`config.mk`:
```
export PLATFORM = sky130hd
export DESIGN_NAME = sisc_ctrl_unit
export DESIGN_NICKNAME = d
export VERILOG_FILES = /design/src/rtl/sisc_pkg.sv /design/src/rtl/sisc_mem_wait.sv /design/src/rtl/sisc_ctrl_unit.sv
export SDC_FILE = /design/constraint.sdc
export NUM_CORES = 1
export LEC_CHECK = 0
export CELL_PAD_IN_SITES_DETAIL_PLACEMENT = 0
export CELL_PAD_IN_SITES_GLOBAL_PLACEMENT = 2
export CORE_MARGIN = 2
export CORE_UTILIZATION = 30
export DETAILED_ROUTE_END_ITERATION = 10
export PLACE_DENSITY_LB_ADDON = 0.1
export SLEW_MARGIN = 20
export SYNTH_ARGS = -nofsm -noshare
export SYNTH_HDL_FRONTEND = slang
export SYNTH_SLANG_ARGS = --single-unit
```
`constraint.sdc`:
```
create_clock -name clk -period 2.7 [get_ports clk]
set_input_delay 0.675 -clock clk [delete_from_list [all_inputs] [get_ports clk]]
set_output_delay 0.675 -clock clk [all_outputs]
set_load 0.02 [all_outputs]
```
`src/rtl/sisc_pkg.sv`:
```
// Shared encodings for the SISC control path: FSM states, opcodes and ALU control codes.
package sisc_pkg;

    localparam int unsigned OPC_W = 4;

    typedef enum logic [2:0] {
        ST_START1    = 3'd0,
        ST_FETCH     = 3'd1,
        ST_DECODE    = 3'd2,
        ST_EXECUTE   = 3'd3,
        ST_MEM       = 3'd4,
        ST_WRITEBACK = 3'd5,
        ST_HALT      = 3'd6
    } state_e;

    // Opcodes live in the low four bits; HLT is all-ones at the full opcode width.
    localparam logic [OPC_W-1:0] OPC_NOOP = 4'h0;
    localparam logic [OPC_W-1:0] OPC_LOD  = 4'h1;
    localparam logic [OPC_W-1:0] OPC_STR  = 4'h2;
    localparam logic [OPC_W-1:0] OPC_SWP  = 4'h3;
    localparam logic [OPC_W-1:0] OPC_BRA  = 4'h4;
    localparam logic [OPC_W-1:0] OPC_BRR  = 4'h5;
    localparam logic [OPC_W-1:0] OPC_BNE  = 4'h6;
    localparam logic [OPC_W-1:0] OPC_BNR  = 4'h7;
    localparam logic [OPC_W-1:0] OPC_ALU  = 4'h8;
    localparam logic [OPC_W-1:0] OPC_HLT  = 4'hF;

    // ALU control encodings, zero-extended to the configured alu_op width.
    localparam logic [1:0] ALU_RR   = 2'd0;
    localparam logic [1:0] ALU_IMM  = 2'd1;
    localparam logic [1:0] ALU_IDLE = 2'd2;

    // Addressing-mode value that selects the immediate ALU form.
    localparam int unsigned AM_IMM_DEFAULT = 8;

endpackage

```
`src/rtl/sisc_mem_wait.sv`:
```
// Memory handshake wait counter with timeout detection.
module sisc_mem_wait #(
    parameter int unsigned MEM_TMO = 15
) (
    input  logic clk,
    input  logic rst_f,
    input  logic clear,
    input  logic inc,
    output logic tmo_c
);

    localparam int unsigned CW = $clog2(MEM_TMO + 1);

    logic [CW-1:0] cnt;

    // Count unanswered request cycles; saturate at the limit, clear on phase entry.
    always_ff @(posedge clk or negedge rst_f) begin
        if (!rst_f) begin
            cnt <= '0;
        end else if (clear) begin
            cnt <= '0;
        end else if (inc && (cnt != CW'(MEM_TMO))) begin
            cnt <= cnt + CW'(1);
        end
    end

    // Timeout fires on the cycle whose increment would reach the limit.
    assign tmo_c = inc && (cnt == CW'(MEM_TMO - 1));

endmodule

```
`src/rtl/sisc_ctrl_unit.sv`:
```
// Multi-cycle SISC control FSM: fetch/decode/execute/mem/writeback with
// memory timeout, branch evaluation, sticky halt and a retired counter.
module sisc_ctrl_unit
    import sisc_pkg::*;
#(
    parameter int unsigned OP_W     = 4,
    parameter int unsigned FLAG_W   = 4,
    parameter int unsigned ALU_OP_W = 2,
    parameter int unsigned CNT_W    = 16,
    parameter int unsigned MEM_TMO  = 15,
    parameter int unsigned AM_IMM   = AM_IMM_DEFAULT
) (
    input  logic                clk,
    input  logic                rst_f,
    input  logic [OP_W-1:0]     opcode,
    input  logic [FLAG_W-1:0]   mm,
    input  logic [FLAG_W-1:0]   stat,
    input  logic                mem_ack,
    output logic                mem_req,
    output logic                mm_we,
    output logic                ir_load,
    output logic                pc_write,
    output logic                pc_sel,
    output logic                br_sel,
    output logic [ALU_OP_W-1:0] alu_op,
    output logic                rf_we,
    output logic                wb_sel,
    output logic                halted,
    output logic                bus_err,
    output logic [CNT_W-1:0]    retired
);

    localparam logic [OP_W-1:0]     OP_HLT   = {OP_W{1'b1}};
    localparam logic [FLAG_W-1:0]   MM_IMM   = FLAG_W'(AM_IMM);
    localparam logic [ALU_OP_W-1:0] AO_IDLE  = ALU_OP_W'(ALU_IDLE);
    localparam logic [ALU_OP_W-1:0] AO_IMM   = ALU_OP_W'(ALU_IMM);
    localparam logic [ALU_OP_W-1:0] AO_RR    = ALU_OP_W'(ALU_RR);

    state_e state;
    state_e state_nxt;

    logic op_lod, op_str, op_swp, op_alu, op_hlt;
    logic op_bra, op_brr, op_bne, op_bnr;
    logic br_hit, br_taken, br_rel;
    logic wait_clear, wait_inc, wait_tmo;

    // Opcode decode; anything unmatched behaves as NOOP.
    assign op_lod = (opcode == OP_W'(OPC_LOD));
    assign op_str = (opcode == OP_W'(OPC_STR));
    assign op_swp = (opcode == OP_W'(OPC_SWP));
    assign op_alu = (opcode == OP_W'(OPC_ALU));
    assign op_bra = (opcode == OP_W'(OPC_BRA));
    assign op_brr = (opcode == OP_W'(OPC_BRR));
    assign op_bne = (opcode == OP_W'(OPC_BNE));
    assign op_bnr = (opcode == OP_W'(OPC_BNR));
    assign op_hlt = (opcode == OP_HLT);

    // Branch condition: masked status non-zero for BRA/BRR, zero for BNE/BNR.
    assign br_hit   = |(stat & mm);
    assign br_taken = ((op_bra || op_brr) && br_hit) || ((op_bne || op_bnr) && !br_hit);
    assign br_rel   = op_brr || op_bnr;

    // Memory request is kept outside the FSM block so the timeout path has no comb loop.
    assign mem_req = (state == ST_FETCH) || ((state == ST_MEM) && (op_lod || op_str));
    assign mm_we   = (state == ST_MEM) && op_str;

    assign wait_inc   = mem_req && !mem_ack;
    assign wait_clear = (state_nxt != state) &&
                        ((state_nxt == ST_FETCH) || (state_nxt == ST_MEM));

    sisc_mem_wait #(
        .MEM_TMO (MEM_TMO)
    ) u_mem_wait (
        .clk   (clk),
        .rst_f (rst_f),
        .clear (wait_clear),
        .inc   (wait_inc),
        .tmo_c (wait_tmo)
    );

    // State register.
    always_ff @(posedge clk or negedge rst_f) begin
        if (!rst_f) begin
            state <= ST_START1;
        end else begin
            state <= state_nxt;
        end
    end

    // Sticky status flags and retired-instruction counter.
    always_ff @(posedge clk or negedge rst_f) begin
        if (!rst_f) begin
            halted  <= 1'b0;
            bus_err <= 1'b0;
            retired <= '0;
        end else begin
            if (state_nxt == ST_HALT) begin
                halted <= 1'b1;
            end
            if (wait_tmo) begin
                bus_err <= 1'b1;
            end
            if (state == ST_WRITEBACK) begin
                retired <= retired + CNT_W'(1);
            end
        end
    end

    // Next-state and datapath strobes.
    always_comb begin
        state_nxt = state;
        ir_load   = 1'b0;
        pc_write  = 1'b0;
        pc_sel    = 1'b0;
        br_sel    = 1'b0;
        alu_op    = AO_IDLE;
        rf_we     = 1'b0;
        wb_sel    = 1'b0;

        case (state)
            ST_START1: begin
                state_nxt = ST_FETCH;
            end
            ST_FETCH: begin
                if (mem_ack) begin
                    ir_load   = 1'b1;
                    pc_write  = 1'b1;
                    state_nxt = ST_DECODE;
                end else if (wait_tmo) begin
                    state_nxt = ST_HALT;
                end
            end
            ST_DECODE: begin
                if (op_hlt) begin
                    state_nxt = ST_HALT;
                end else begin
                    state_nxt = ST_EXECUTE;
                    if (br_taken) begin
                        pc_write = 1'b1;
                        pc_sel   = 1'b1;
                        br_sel   = br_rel;
                    end
                end
            end
            ST_EXECUTE: begin
                if (op_alu) begin
                    alu_op = (mm == MM_IMM) ? AO_IMM : AO_RR;
                end
                state_nxt = ST_MEM;
            end
            ST_MEM: begin
                if (op_lod || op_str) begin
                    if (mem_ack) begin
                        state_nxt = ST_WRITEBACK;
                    end else if (wait_tmo) begin
                        state_nxt = ST_HALT;
                    end
                end else begin
                    state_nxt = ST_WRITEBACK;
                end
            end
            ST_WRITEBACK: begin
                rf_we     = op_alu || op_lod || op_swp;
                wb_sel    = op_lod;
                state_nxt = ST_START1;
            end
            ST_HALT: begin
                state_nxt = ST_HALT;
            end
            default: begin
                state_nxt = ST_START1;
            end
        endcase
    end

endmodule

```
==> metrics.md, run 1 <==
| Metric | Value |
|---|---|
| Buffers on Ports | 42 |
| TritonRoute pass-1 iters | 5 |
| Effective utilization at floorplan | 31.9% |
| Leak | 1.08 nW |
| CTS Buf Count | 3 |
| CTS Buffer Depth | 2 |
| Antenna violations before repair | 0 |
| Gr usage total | around 14% |
| # IOs | 43 |
| Worst skew pair latency | 0.26 ns |
| Total core area | ~0.0044 mm² |
| Synth unique cells | 44 |
| Crit path DAT | approximately 1.9 ns |
| Reg-to-reg startpoint | state[0] |
| CP max stage cell | clkdlybuf4s50_1 |
| Root Driver | clkbuf_8 |
| F_max | 0.382 GHz |
| R2r setup slk | just over 0.8 ns |
| Vias in the first global route | 1233 |
| GR Util met1 | 18.0% |
| Fin crit share | approximately 97% |
| Reg2Reg Depth | 6 |
| Die area | 0.00529 mm² |
| Worst slew pin tran | 0.394 ns |
| Register bit total from synthesis | 25 |
| Asr flop ratio synth | 100% |
| Rows | 24 |
| Crit path capture | mem_req |
| Post-layout util | 48.4% |
| Peak VDD IR | 0.507 mV |
| Die width | 72.7 µm |
| R2r endpoint | u_mem_wait.cnt[1] |
| Post-CTS Hold Buffers | 0 |
| Max-cap violations | 0 |
| Syn_area_per_cell | 10.3 µm² |
| H-tree depth | 1 |
| RSZ-0062 raised after global routing | no |
| Setup crit start | opcode[0] |
| Crit path largest cell delay | roughly 0.53 ns |
| Crit Path Category | primary input to output port |
| Routed vias/inst | 4.92 |
| Total grt overflow | 0 |
| Syn_nets | roughly 160 |
| Yosys warning total | 0 |
| CTS clk-pin slew, worst paths | 0.08 ns |
| CTS tree | yes |
| Ratio of cells with drive above 1 in the final layout | 23.6% |
| Placed wire-length estimate | 2.62 mm |
| Area contributors post-synth | dfrtp_1 44%, xnor2_1 6.8%, nand2_1 5.3% |
| Final ANT Viol Nets | 0 |
| DRC | 0 |
| EDFF count, synth | 0 |
| Die Ht | 72.7 µm |
| Routed WL per cell | roughly 14 µm |
| First-pass GRT wire length | roughly 5.7 mm |
| Hold crit path type | flip-flop to flip-flop |
| Pin count of the biggest net entering global routing | 26 |
| Final worst setup slack | 0.0829 ns |
| Area leader, netlist | dfrtp_1 |
| CP Capture Type | output port |
| Met2 Use GR | 22.8% |
| Synth top area share | 44.2% |
| Total Nets Final | 222 |
| Dpl cells | 249 |
| Syn-to-layout area delta | 51.8% |
| Worst Path Required | 2.03 ns |
| Mapped Cells | 138 |
| Fin cells | approximately 260 |
| Via count | approximately 1300 |
| Gr busiest metal | met2 |
| P per Cell Area | 641 mW/mm² |
| Max-Slew Margin vs Limit | between 70 and 80% |
| Status | finished, final reports clean |
| Met3 GRT Util | 3.73% |
| Post-route cell area | about 0.0021 mm² |
| CP max FO | 6 |
| Final Wtd Congestion | roughly 0.76 |
| ANT cells | 0 |
| Sequential-to-total area share from yosys stat | 44.2% |
| Final Hold Viols | 0 |
| Clock sinks | 25 |
| DP Worst Slack | -0.576 ns |
| Worst path cell trace | clkdlybuf4s50_1 > buf_4 > xor2_2 > a21oi_2 > nor2_2 > buf_6 |
| Minimum clock period | 2.62 ns |
| Top_reg_cell synth | dfrtp_1 |
| Critical Path Start Type | primary input |
| Slew Viols, Final | 0 |
| Synthesized area | 0.00142 mm² |
| Placed cell areas | just over 0.002 mm² |
| Drt total wl | 3.45 mm |
| Final setup TNS | 0 ns |
| # fillers | 430 |
| Final clock skew | 0.00400 ns |
| Iteration-0 DRC Markers | between 40 and 50 |
| Final setup fails | 0 |
[cell type report]
cell class                 instances  area (µm²)  share of cell area [%]
clock buffer                       4        45.0                    2.10
inverter                           4        15.0                   0.698
multi-input combinational        106         800                    37.2
sequential                        25         626                    29.1
tap                               52        65.1                    3.03
timing repair buffer              64         599                    27.9
[flip-flops by register name, indices dropped and copies added (netlist names)]
register	cells
state	3
halted	1
u_mem_wait.cnt	4
retired	16
bus_err	1
[per-stage QoR]
step,hold slack [ns],power [W]
3_3_place_gp,0.452,0.00114
4_1_cts,0.481,0.00136
5_1_grt,0.496,0.00148
2_1_floorplan,0.379,0.000871
6_report,0.466,0.00138
3_5_place_dp,0.452,0.00114
[worst min-delay path by stage]
stage                 from          end  slack, ns  cells after the start
2_1_floorplan        rst_f      bus_err       0.38                      0
3_3_place_gp       bus_err      bus_err       0.45                      1
3_5_place_dp       bus_err      bus_err       0.45                      1
4_1_cts            bus_err      bus_err       0.48                      1
5_1_grt        retired[15]  retired[15]       0.50                      1
6_report           bus_err      bus_err       0.47                      1
[cell families (layout without fill, tap and decap cells)]
family,count (synthesis),count (layout),synth area share [%]
DFF,25,25,44.2
muxes,4,4,2.92
xor gates and xnor gates,16,16,9.89
AOI/OAI and AO/OA,14,14,7.69
and+or+nand+nor,69,69,30.0
adders and majority gates,3,3,2.65
buffers and inverters,7,72,2.65
[layer usage]
metal | part of all wire (%) | vias up | routed length [µm]
met5 | 0 | - | 0
met4 | 0.35 | 0 | 12
met3 | 5.4 | 2 | 186
met2 | 50 | 35 | 1720
met1 | 44 | 593 | 1530
li1 | - | 624 | -
[synth_stat cells, drive strengths merged (2+ instances only)]
master	number
xor2	5
o211ai	2
xnor2	11
nor4b	3
and2b	2
o211a	2
a22o	2
ha	3
a21oi	2
nor3	5
or2	2
dfrtp	25
nor4	4
nand2	20
nor2	7
nand4	6
nand2b	2
inv	4
nand3b	2
mux2i	3
or3	2
nand3	2
and3	4
buf	3
a21o	2
[power breakdown]
part,internal (W),switching [W]
logic,0.000324,0.000325
clock network,0.000105,0.000109
registers,0.000437,0.0000785
total,0.000866,0.000513
[worst max-delay path: cells and delay by family]
kind | cells | cell delay, ns
buffers and inverters | 3 | 0.84
and+or+nand+nor | 1 | 0.15
xor gates and xnor gates | 1 | 0.18
AOI/OAI and AO/OA | 1 | 0.09
[cell usage in the layout, fill, tap and decap left out, types with 3 or more instances in the layout]
cell and count:
mux2i_1 3, dfrtp_1 25, ha_1 3, nor3_1 3, nand4_1 6, buf_4 23
xor2_1 4, nand2_1 20, inv_1 3, xnor2_1 11, buf_6 4, clkbuf_8 3
clkdlybuf4s50_1 21, dlymetal6s2s_1 11, and3_1 4, nor2_1 6
[repair_timing]
action                     in CTS  in global routing
setup endpoints to repair      10                  9
pin swaps                       2                 13
buffers inserted                0                  2
gates resized for setup        36                 30
No activity file was read; power rests on OpenSTA's default activity.
==> inputs of run 2 (changes only) <==
SKIP_CTS_REPAIR_TIMING = 1   (was not set)
==> run 2 against run 1 <==
  * Count of clock-buffer cells in the layout did not move
  * Critical endpoint is now alu_op[0]
  * Final cell count did not move
  * Non-clock buffer count did not move
  * Critical path type unchanged
  * Global-route usage fell by 0.38 points
  * First-iteration DRC count fell by 6.5%
  * Combinational power rose by 0.9%
  * Largest power group unchanged
  * Clock power barely moved
==> metrics.md, run 2 (same netlist as run 1, synthesis figures left out) <==
| Metric | Value |
|---|---|
| Status | finished, final reports clean |
| Worst slew pin tran | 0.393 ns (-0.00128 ns) |
| Buffers on Ports | 42 (unchanged) |
| Most frequent cells in the layout | 25 x dfrtp_1, 23 x buf_4, 22 x clkdlybuf4s50_1 |
| Fin crit share | 99.7% (+2.8 points) |
| P per Cell Area | 641 mW/mm² (about the same) |
| Die Ht | 72.7 µm (unchanged) |
| ANT cells | 0 (unchanged) |
| Peak VDD IR | 0.506 mV (-0.18%) |
| Final setup fails | 0 (unchanged) |
| Die width | 72.7 µm (unchanged) |
| Clock sinks | 25 (unchanged) |
| CTS clk-pin slew, worst paths | 0.08 ns (about the same) |
| Leak | 1.13 nW (+4.9%) |
| Ratio of cells with drive above 1 in the final layout | 21.2% (-2.5 points) |
| Dpl cells | 249 (unchanged) |
| Slew Viols, Final | 0 (unchanged) |
| Multi-input gate area | 792 µm² (-0.94%) |
| Drt total wl | 3.56 mm (+3.1%) |
| Placed cell areas | 0.00203 mm² (unchanged) |
| GR Util met1 | 17.8% (-0.26 points) |
| Total Nets Final | 222 (unchanged) |
| Iteration-0 DRC Markers | 43 (-6.5%) |
| Switching power | 0.000517 W (+0.92%) |
| Final worst setup slack | 0.00857 ns (-0.0744 ns) |
| DP Worst Slack | -0.576 ns (unchanged) |
| Power Internal | 0.000869 W (+0.35%) |
| CTS Buffer Depth | 2 (unchanged) |
| CTS Buf Count | 3 (unchanged) |
| Final Hold Viols | 0 (unchanged) |
| TritonRoute pass-1 iters | 4 (-1) |
| Combinational share of power | 47.2% (+0.2 points) |
| F_max | 0.372 GHz (-2.8%) |
| RSZ-0062 raised after global routing | yes |
| Met2 Use GR | 21.9% (-0.91 points) |
| Root Driver | clkbuf_8 |
| Die area | 0.00529 mm² (unchanged) |
| Effective utilization at floorplan | 31.9% (unchanged) |
| # fillers | 432 (+0.47%) |
| Total core area | 0.00444 mm² (unchanged) |
| Post-route cell area | 0.00216 mm² (+0.58%) |
| Via count | 1253 (-0.080%) |
| Largest Register | retired |
| Final clock skew | 0.00512 ns (+0.00112 ns) |
| CTS tree | yes |
| Placed wire-length estimate | 2.62 mm (unchanged) |
| Final ANT Viol Nets | 0 (unchanged) |
| Final setup TNS | 0 ns (unchanged) |
| Hold crit path type | flip-flop to flip-flop |
| Commonest non-fill, non-tap cell in the layout | dfrtp_1 |
| Worst skew pair latency | 0.26 ns (about the same) |
| Top Registers | retired x16, u_mem_wait.cnt x4, state x3 |
| Seq pwr share | 37.2% (-0.2 points) |
| Worst Path Required | 2.03 ns (about the same) |
| Max reg flops | 16 (unchanged) |
| Gr usage total | 13.3% (-0.38 points) |
| Clock power share | 15.6% (about the same) |
| Net Sw Frac | 37.3% (+0.13 points) |
| Routed vias/inst | 4.91 (about the same) |
| Max-Slew Margin vs Limit | 73.6% (+0.086 points) |
| Gr busiest metal | met2 |
| Max-cap violations | 0 (unchanged) |
| CP max FO | 3 (-3) |
| Vias in the first global route | 1200 (-2.7%) |
| Rows | 24 (unchanged) |
| First-pass GRT wire length | 5.54 mm (-2.7%) |
| Met3 GRT Util | 3.59% (-0.14 points) |
| Pin count of the biggest net entering global routing | 26 (unchanged) |
| Crit path DAT | 2.02 ns (+0.08 ns) |
| Critical Path Start Type | primary input |
| Crit Path Category | primary input to output port |
| Sequential cell area | 626 µm² (unchanged) |
| Minimum clock period | 2.69 ns (+0.0744 ns) |
| Antenna violations before repair | 0 (unchanged) |
| CP Capture Type | output port |
| Syn-to-layout area delta | 52.6% |
| # IOs | 43 (unchanged) |
| DRC | 0 (unchanged) |
| Final Wtd Congestion | 0.762 (unchanged) |
| Fin cells | 255 (unchanged) |
| Total grt overflow | 0 (unchanged) |
| H-tree depth | 1 (unchanged) |
| Routed WL per cell | 13.9 µm (+3.1%) |
-- run 2: cell count changes in the layout (fill, tap and decap cells not counted), sizes merged --
cell           before  now
clkbuf              6    5
clkdlybuf4s15       1    0
dlygate4sd2         1    0
clkdlybuf4s50      21   22
dlymetal6s2s       11   15
buf                28   26
-- run 2: path summary, 6_finish.rpt --
path / startpoint / to / slack (ns) / depth (start not counted)
max: opcode[1] / alu_op[0] / 0.009 / 5
min: bus_err / bus_err / 0.47 / 1
max reg2reg: state[0] / u_mem_wait.cnt[1] / 0.81 / 6
min reg2reg: bus_err / bus_err / 0.47 / 1
max in group asynchronous: rst_f / retired[1] / 1.67 / 2
min in group asynchronous: rst_f / retired[14] / 0.77 / 2
-- run 2: stage by stage --
stage,hold WS [ns],util [%],power [W]
finish,0.466,48.6,0.00139
global route,0.496,48.6,0.00149
CTS,0.481,46.7,0.00137
detailed placement,0.452,45.7,0.00114
global placement,0.452,45.7,0.00114
floorplan,0.379,-,0.000871
-- run 2: layout make-up --
cell class              instances  area share [%]
repair buffers                 64            28.6
clock buffers                   4            2.08
flip-flops and latches         25            28.9
multi-input cells             106            36.6
well taps                      52            3.01
inverters                       4           0.694
-- run 2: power groups by stage --
stage	clock network, W	registers [W]	logic [W]
after detailed placement	0	0.000521	0.000619
after global placement	0	0.000517	0.000619
after floorplan	0	0.000535	0.000336
after global routing	0.000246	0.000528	0.000712
final	0.000216	0.000515	0.000655
after CTS	0.000226	0.000515	0.000627
-- run 2: critical path, cell delays in order --
cell and delay (ns):
clkdlybuf4s50_1 0.48, nor3_2 0.24, nand4b_1 0.19, nor4_2 0.24
clkbuf_2 0.20
-- run 2: metal layers --
layer / up-vias / routed length [µm]
met5: - / 0
met4: 0 / 12
met3: 2 / 168
met2: 28 / 1770
met1: 602 / 1600
li1: 621 / -
==> inputs of run 3 (changes only) <==
ABC_AREA = 1   (was not set)
CORE_UTILIZATION = 28   (was 30)
==> run 3 against run 2 <==
  * The flow now finishes with violations (setup timing)
  * Synthesized cell count increased by 31%
  * Area after synthesis increased by 3.4%
  * Register-to-register slack better by 0.25 ns
  * Sequential power grew 3%
  * First-iteration DRC count up 60%
  * Die area increased by 10%
  * Hold slack gained 0.020 ns
  * Global-route usage down 1.2 points
  * Routed wire length down 2.4%
  * Critical path depth grew 1
  * Largest power group unchanged
==> metrics.md, run 3 <==
| Metric | Value |
|---|---|
| Status | complete, but fails checks |
| Failing checks | setup timing |
| Post-synthesis xor/xnor area fraction | 8.97% (-0.92 points) |
| Met3 GRT Util | 2.49% (-1.1 points) |
| RSZ-0062 raised after global routing | yes |
| Effective utilization at floorplan | 28.8% (-3.0 points) |
| Worst skew pair latency | 0.27 ns (about the same) |
| Routed vias/inst | 4.22 (-14%) |
| Ratio of cells with drive above 1 in the final layout | 17.8% (-3.3 points) |
| Mapped Cells | 181 (+31%) |
| Final worst setup slack | -0.0311 ns (-0.0397 ns) |
| CP Capture Type | output port |
| Clock power share | 16.5% (+0.9 points) |
| Total chip power | 0.00133 W (-3.8%) |
| Total grt overflow | 0 (unchanged) |
| Reg-to-reg startpoint | state[1] |
| Iteration-0 DRC Markers | 69 (+60%) |
| First-pass GRT wire length | 5.93 mm (+7.1%) |
| H-tree depth | 1 (unchanged) |
| Switching power | 0.000528 W (+2.0%) |
| Critical Path Start Type | primary input |
| Yosys warning total | 0 (unchanged) |
| Total core area | 0.00507 mm² (+14%) |
| Multiplexer share of the synthesized area | 0% (-2.9 points) |
| Synth top area share | 42.7% (-1.4 points) |
| Net Sw Frac | 39.6% (+2.3 points) |
| Seq pwr share | 39.8% (+2.6 points) |
| Max-cap violations | 0 (unchanged) |
| Max-Slew Margin vs Limit | 78.5% (+4.9 points) |
| Post-synth top cells | 33 x inv_1, 29 x nand2_1, 25 x dfrtp_1 |
| Gr usage total | 12.1% (-1.2 points) |
| Hold crit path type | flip-flop to flip-flop |
| ANT cells | 0 (unchanged) |
| Combinational share of power | 43.8% (-3.4 points) |
| Area contributors post-synth | dfrtp_1 43%, inv_1 8.5%, nand2_1 7.4% |
| Final clock skew | 0.00916 ns (+0.00404 ns) |
| CTS Buf Count | 3 (unchanged) |
| Routed WL per cell | 11.2 µm (-20%) |
| Dpl cells | 307 (+23%) |
| Buffers on Ports | 42 (unchanged) |
| Final setup fails | 1 (+1) |
| Die area | 0.00582 mm² (+10%) |
| GR Util met1 | 15.8% (-2.0 points) |
| Worst path cell trace | clkdlybuf4s50_1 > inv_1 > nor4_4 > nand4_1 > nor3_1 > clkbuf_2 |
| Most frequent cell after synthesis | inv_1 |
| Pin count of the biggest net entering global routing | 26 (unchanged) |
| Sequential cell area | 626 µm² (unchanged) |
| Top Registers | retired x16, u_mem_wait.cnt x4, state x3 |
| Final ANT Viol Nets | 0 (unchanged) |
| Post-Synth Simple-Gate Area | 32.7% (+2.7 points) |
| Fin cells | 311 (+22%) |
| CP max FO | 2 (-1) |
| HP Start | bus_err |
| EDFF count, synth | 0 (unchanged) |
| Synthesized area | 0.00146 mm² (+3.4%) |
| Die Ht | 76.3 µm (+4.9%) |
| Largest Register | retired |
| P per Cell Area | 618 mW/mm² (-3.6%) |
| Synth unique cells | 23 (-48%) |
| Die width | 76.3 µm (+4.9%) |
| Sequential-to-total area share from yosys stat | 42.7% (-1.4 points) |
| Peak VDD IR | 0.306 mV (-39%) |
| Top_reg_cell synth | dfrtp_1 |
| Area leader, netlist | dfrtp_1 |
| Hold EP | bus_err |
| Power Internal | 0.000805 W (-7.4%) |
| Syn-to-layout area delta | 47.3% |
| Max reg flops | 16 (unchanged) |
| Most frequent cells in the layout | 32 x inv_1, 29 x nand2_1, 27 x clkdlybuf4s50_1 |
| Adder-Cell Fraction of Synth Area | 2.56% (-0.086 points) |
| Final Hold Viols | 0 (unchanged) |
| # IOs | 43 (unchanged) |
| Commonest non-fill, non-tap cell in the layout | inv_1 |
| Rows | 26 (+8.3%) |
| CTS tree | yes |
| Root Driver | clkbuf_8 |
| Worst Path Required | 2.03 ns (about the same) |
| Crit path largest cell delay | 0.49 ns (about the same) |
| Gr busiest metal | met2 |
| Minimum clock period | 2.73 ns (+0.0397 ns) |
| CTS Buffer Depth | 2 (unchanged) |
| Register bit total from synthesis | 25 (unchanged) |
| Reg2Reg Depth | 8 (+2) |
| CP max stage cell | clkdlybuf4s50_1 |
| Vias in the first global route | 1325 (+10%) |
| Drt total wl | 3.47 mm (-2.4%) |
| Crit Path Category | primary input to output port |
| R2r endpoint | retired[9] |
| Syn_nets | 199 (+28%) |
| Main combinational cell family by area after synthesis | simple AND/OR/NAND/NOR gates |
| Post-synthesis compound-gate area fraction | 4.27% (-3.4 points) |
| DRC | 0 (unchanged) |
| R2r setup slk | 1.06 ns (+0.25 ns) |
| Min-Delay Path Depth | 2 (+1) |
| Total Nets Final | 260 (+17%) |
| Final Wtd Congestion | 0.815 (+7.0%) |
| Met2 Use GR | 20.4% (-1.5 points) |
| Leak | 1.11 nW (-1.7%) |
| CTS clk-pin slew, worst paths | 0.08 ns (about the same) |
| # fillers | 541 (+25%) |
| F_max | 0.366 GHz (-1.5%) |
| Final setup TNS | -0.0311 ns (-0.0311 ns) |
| Via count | 1311 (+4.6%) |
| Multi-input gate area | 738 µm² (-6.8%) |
| Syn_area_per_cell | 8.09 µm² (-21%) |
| Clock sinks | 25 (unchanged) |
| Antenna violations before repair | 0 (unchanged) |
| Post-layout util | 42.5% (-6.2 points) |
| Slew Viols, Final | 0 (unchanged) |
| Fin crit share | 101% (+1.5 points) |
| Placed wire-length estimate | 2.69 mm (+2.9%) |
| TritonRoute pass-1 iters | 4 (unchanged) |
| Crit path DAT | 2.06 ns (+0.04 ns) |
| Worst slew pin tran | 0.323 ns (-0.0702 ns) |
| Asr flop ratio synth | 100% (unchanged) |
run 3: changes by cell type after synthesis, moves of 5 or more:
| cell | delta |
|---|---|
| xor2_1 | +5 |
| nand3_1 | +10 |
| nand2_2 | +5 |
| nor2_1 | +15 |
| nand2_1 | +9 |
| xnor2_1 | -6 |
| inv_1 | +29 |
run 3: final cells by class:
class,count,area share (%)
multi-input cells,122,34.2
flip-flops and latches,25,29.0
repair buffers,56,24.6
inverters,34,5.92
well taps,70,4.06
clock buffers,3,1.92
clock inverters,1,0.232
run 3: logic make-up after synthesis:
kind of cell             after synthesis
buffers and inverters                 34
XOR/XNOR                              15
AO/OA/AOI/OAI                         11
adder cells (fa/ha/maj)                3
AND/OR/NAND/NOR                       93
flip-flops                            25
run 3: metrics by stage:
stage / hold WS (ns) / setup slack (ns) / cell area, µm²
global placement: 0.466 / -0.510 / 2080
global route: 0.509 / -0.132 / 2160
detailed placement: 0.471 / -0.596 / 2080
finish: 0.486 / -0.0311 / 2160
CTS: 0.497 / -0.604 / 2120
floorplan: 0.379 / 0.181 / 1460
run 3: worst max-delay path, delay by kind of cell:
family                 cells  cell delay (ns)
buffers and inverters      3             0.78
and+or+nand+nor            3             0.61
run 3: worst max path at each step:
stage	start	endpoint	slack, ns	depth (start not counted)
final	opcode[3]	alu_op[0]	-0.03	6
after global routing	opcode[3]	alu_op[0]	-0.13	6
after global placement	opcode[3]	alu_op[0]	-0.51	6
after detailed placement	opcode[3]	alu_op[0]	-0.60	6
after CTS	opcode[3]	alu_op[0]	-0.60	6
after floorplan	opcode[1]	alu_op[0]	0.18	3
run 3: metal layers:
| layer | wire (µm) | share of wire (%) | vias to the layer above |
|---|---|---|---|
| li1 | - | - | 686 |
| met1 | 1630 | 47 | 599 |
| met2 | 1680 | 48 | 24 |
| met3 | 134 | 3.9 | 2 |
| met4 | 23 | 0.66 | 0 |
| met5 | 0 | 0 | - |
run 3: power by group through the flow:
stage,Combinational [W],Clock [W],Sequential [W]
finish,0.000583,0.000219,0.000530
global route,0.000660,0.000246,0.000541
CTS,0.000600,0.000231,0.000530
detailed placement,0.000597,0,0.000537
global placement,0.000591,0,0.000539
floorplan,0.000299,0,0.000569
==> RTL edit (flow settings as in run 3) <==
The parameter `FLAG_W` goes from 4 to 6.
--- a/src/rtl/sisc_ctrl_unit.sv
+++ b/src/rtl/sisc_ctrl_unit.sv
@@ -6,3 +6,3 @@
     parameter int unsigned OP_W     = 4,
-    parameter int unsigned FLAG_W   = 4,
+    parameter int unsigned FLAG_W   = 6,
     parameter int unsigned ALU_OP_W = 2,
Interface: changed (resized mm and stat); port bits go from 43 to 47. The function was not compared with the original's and may differ.
==> RTL edit against run 3 <==
Count of clock-buffer cells in the layout grew 1; sequential cell count is the same; combinational power shrank 6.3%; setup slack gained 0.089 ns; area after synthesis grew 0.43%; largest cell class unchanged; register-to-register slack gained 0.02 ns; final cell count is the same; routed wire length grew 1.1%; final area grew 3.9%; total power shrank 4.3%; die area grew 0.41%.
==> RTL edit: results (changes against run 3) <==
[routing]
met3_length_um = 188  ; was 134 µm
met1_length_mm = 1.61  ; was 1.63 mm
drtIter0Drc = 23  ; was 69
met2_length_mm = 1.69  ; was 1.68 mm

[floorplanning]
die_area_mm2 = 0.00585  ; was 0.00582 mm²

[layout]
multi_input_area_share_pct = 33.9  ; was 34.2%
buf_share_pct = 27.5  ; was 24.6%
seq_cell_count = 25  ; unchanged
nFillCells = 546  ; was 541
nets = 264  ; was 260
fin_util_pct = 44.2  ; was 42.5%
seq_share_pct = 27.9  ; was 29.0%
clk_share_pct = 2.01  ; was 2.15%

[sta]
hold_ws_ns = 0.475  ; was 0.486 ns
skew_ns = 0.00310  ; was 0.00916 ns
worstMarginPinSlew_ns = 0.318  ; was 0.323 ns

[pwr]
leakagePower_nw = 1.21  ; was 1.11 nW
vdd_drop_max_v = 0.000237  ; was 0.000306 V

[synth]
synth_common_cells = nand2_1, inv_1, dfrtp_1, nor2_1, xor2_1  ; was inv_1, nand2_1, dfrtp_1, nor2_1, nand3_1
ys_seq_area_share_pct = 42.6  ; was 42.7%
synth.distinct_cells = 26  ; was 23
synthesis.instances = 175  ; was 181

[placed_design]
dp_hpwl_mm = 2.73  ; was 2.69 mm
place_inst = 306  ; was 307
place_area_mm2 = 0.00213  ; was 0.00208 mm²
port_buffers = 46  ; was 42

[critical_path]
r2r_setup_slack_ns = 1.08  ; was 1.06 ns
arrival_ns = 1.97  ; was 2.06 ns

[grt]
grt.total_usage_pct = 12.0  ; was 12.1%
grt_first_pass_wirelength_mm = 5.91  ; was 5.93 mm
grtUsageMet3_pct = 3.91  ; was 2.49%
grt_pass1_vias = 1329  ; was 1325

[run_status]
status = complete, no violations  ; was finished with violations

[RTL edit: changes by cell type in the layout (fill, tap and decap cells not counted), moves of 2 or more]
| cell | run 3 | this run |
|---|---|---|
| nand3_4 | 0 | 2 |
| o22ai_2 | 2 | 0 |
| nand4_1 | 8 | 6 |
| nand2_1 | 29 | 27 |
| clkbuf_2 | 3 | 1 |
| nor2_1 | 22 | 25 |
| nor3_2 | 1 | 3 |
| dlymetal6s2s_1 | 10 | 17 |
| xor2_1 | 10 | 14 |
| nor3_1 | 6 | 2 |
| inv_1 | 32 | 26 |
| clkdlybuf4s50_1 | 27 | 24 |
| buf_4 | 16 | 19 |
| xnor2_1 | 5 | 2 |
[RTL edit: stage by stage]
stage | worst slack [ns] | setup TNS [ns]
after floorplan | 0.104 | 0
after global placement | -0.475 | -2.97
after CTS | -0.529 | -3.50
after detailed placement | -0.521 | -3.43
after global routing | -0.0319 | -0.0479
final | 0.0575 | 0
[RTL edit: cells by family (layout without fill, tap and decap cells)]
logic type / count (synthesis) / in the layout / synth area share (%)
simple gates: 91 / 91 / 32.9
buf+inv: 29 / 95 / 7.49
fa+ha+maj: 3 / 3 / 2.55
xor+xnor: 16 / 16 / 9.53
compound gates: 10 / 10 / 4.26
flops: 25 / 25 / 42.6
mux: 1 / 1 / 0.766
[RTL edit: where the power goes]
| part | total [mW] | internal, mW | switching, mW |
|---|---|---|---|
| registers | 0.516 | 0.432 | 0.0846 |
| logic | 0.546 | 0.242 | 0.304 |
| clock network | 0.213 | 0.105 | 0.108 |
[RTL edit: worst max-delay path by stage]
stage,startpoint,to
after floorplan,opcode[2],alu_op[0]
after global placement,mm[0],pc_write
after detailed placement,mm[0],br_sel
after CTS,mm[0],br_sel
after global routing,opcode[0],alu_op[0]
final,opcode[0],alu_op[0]
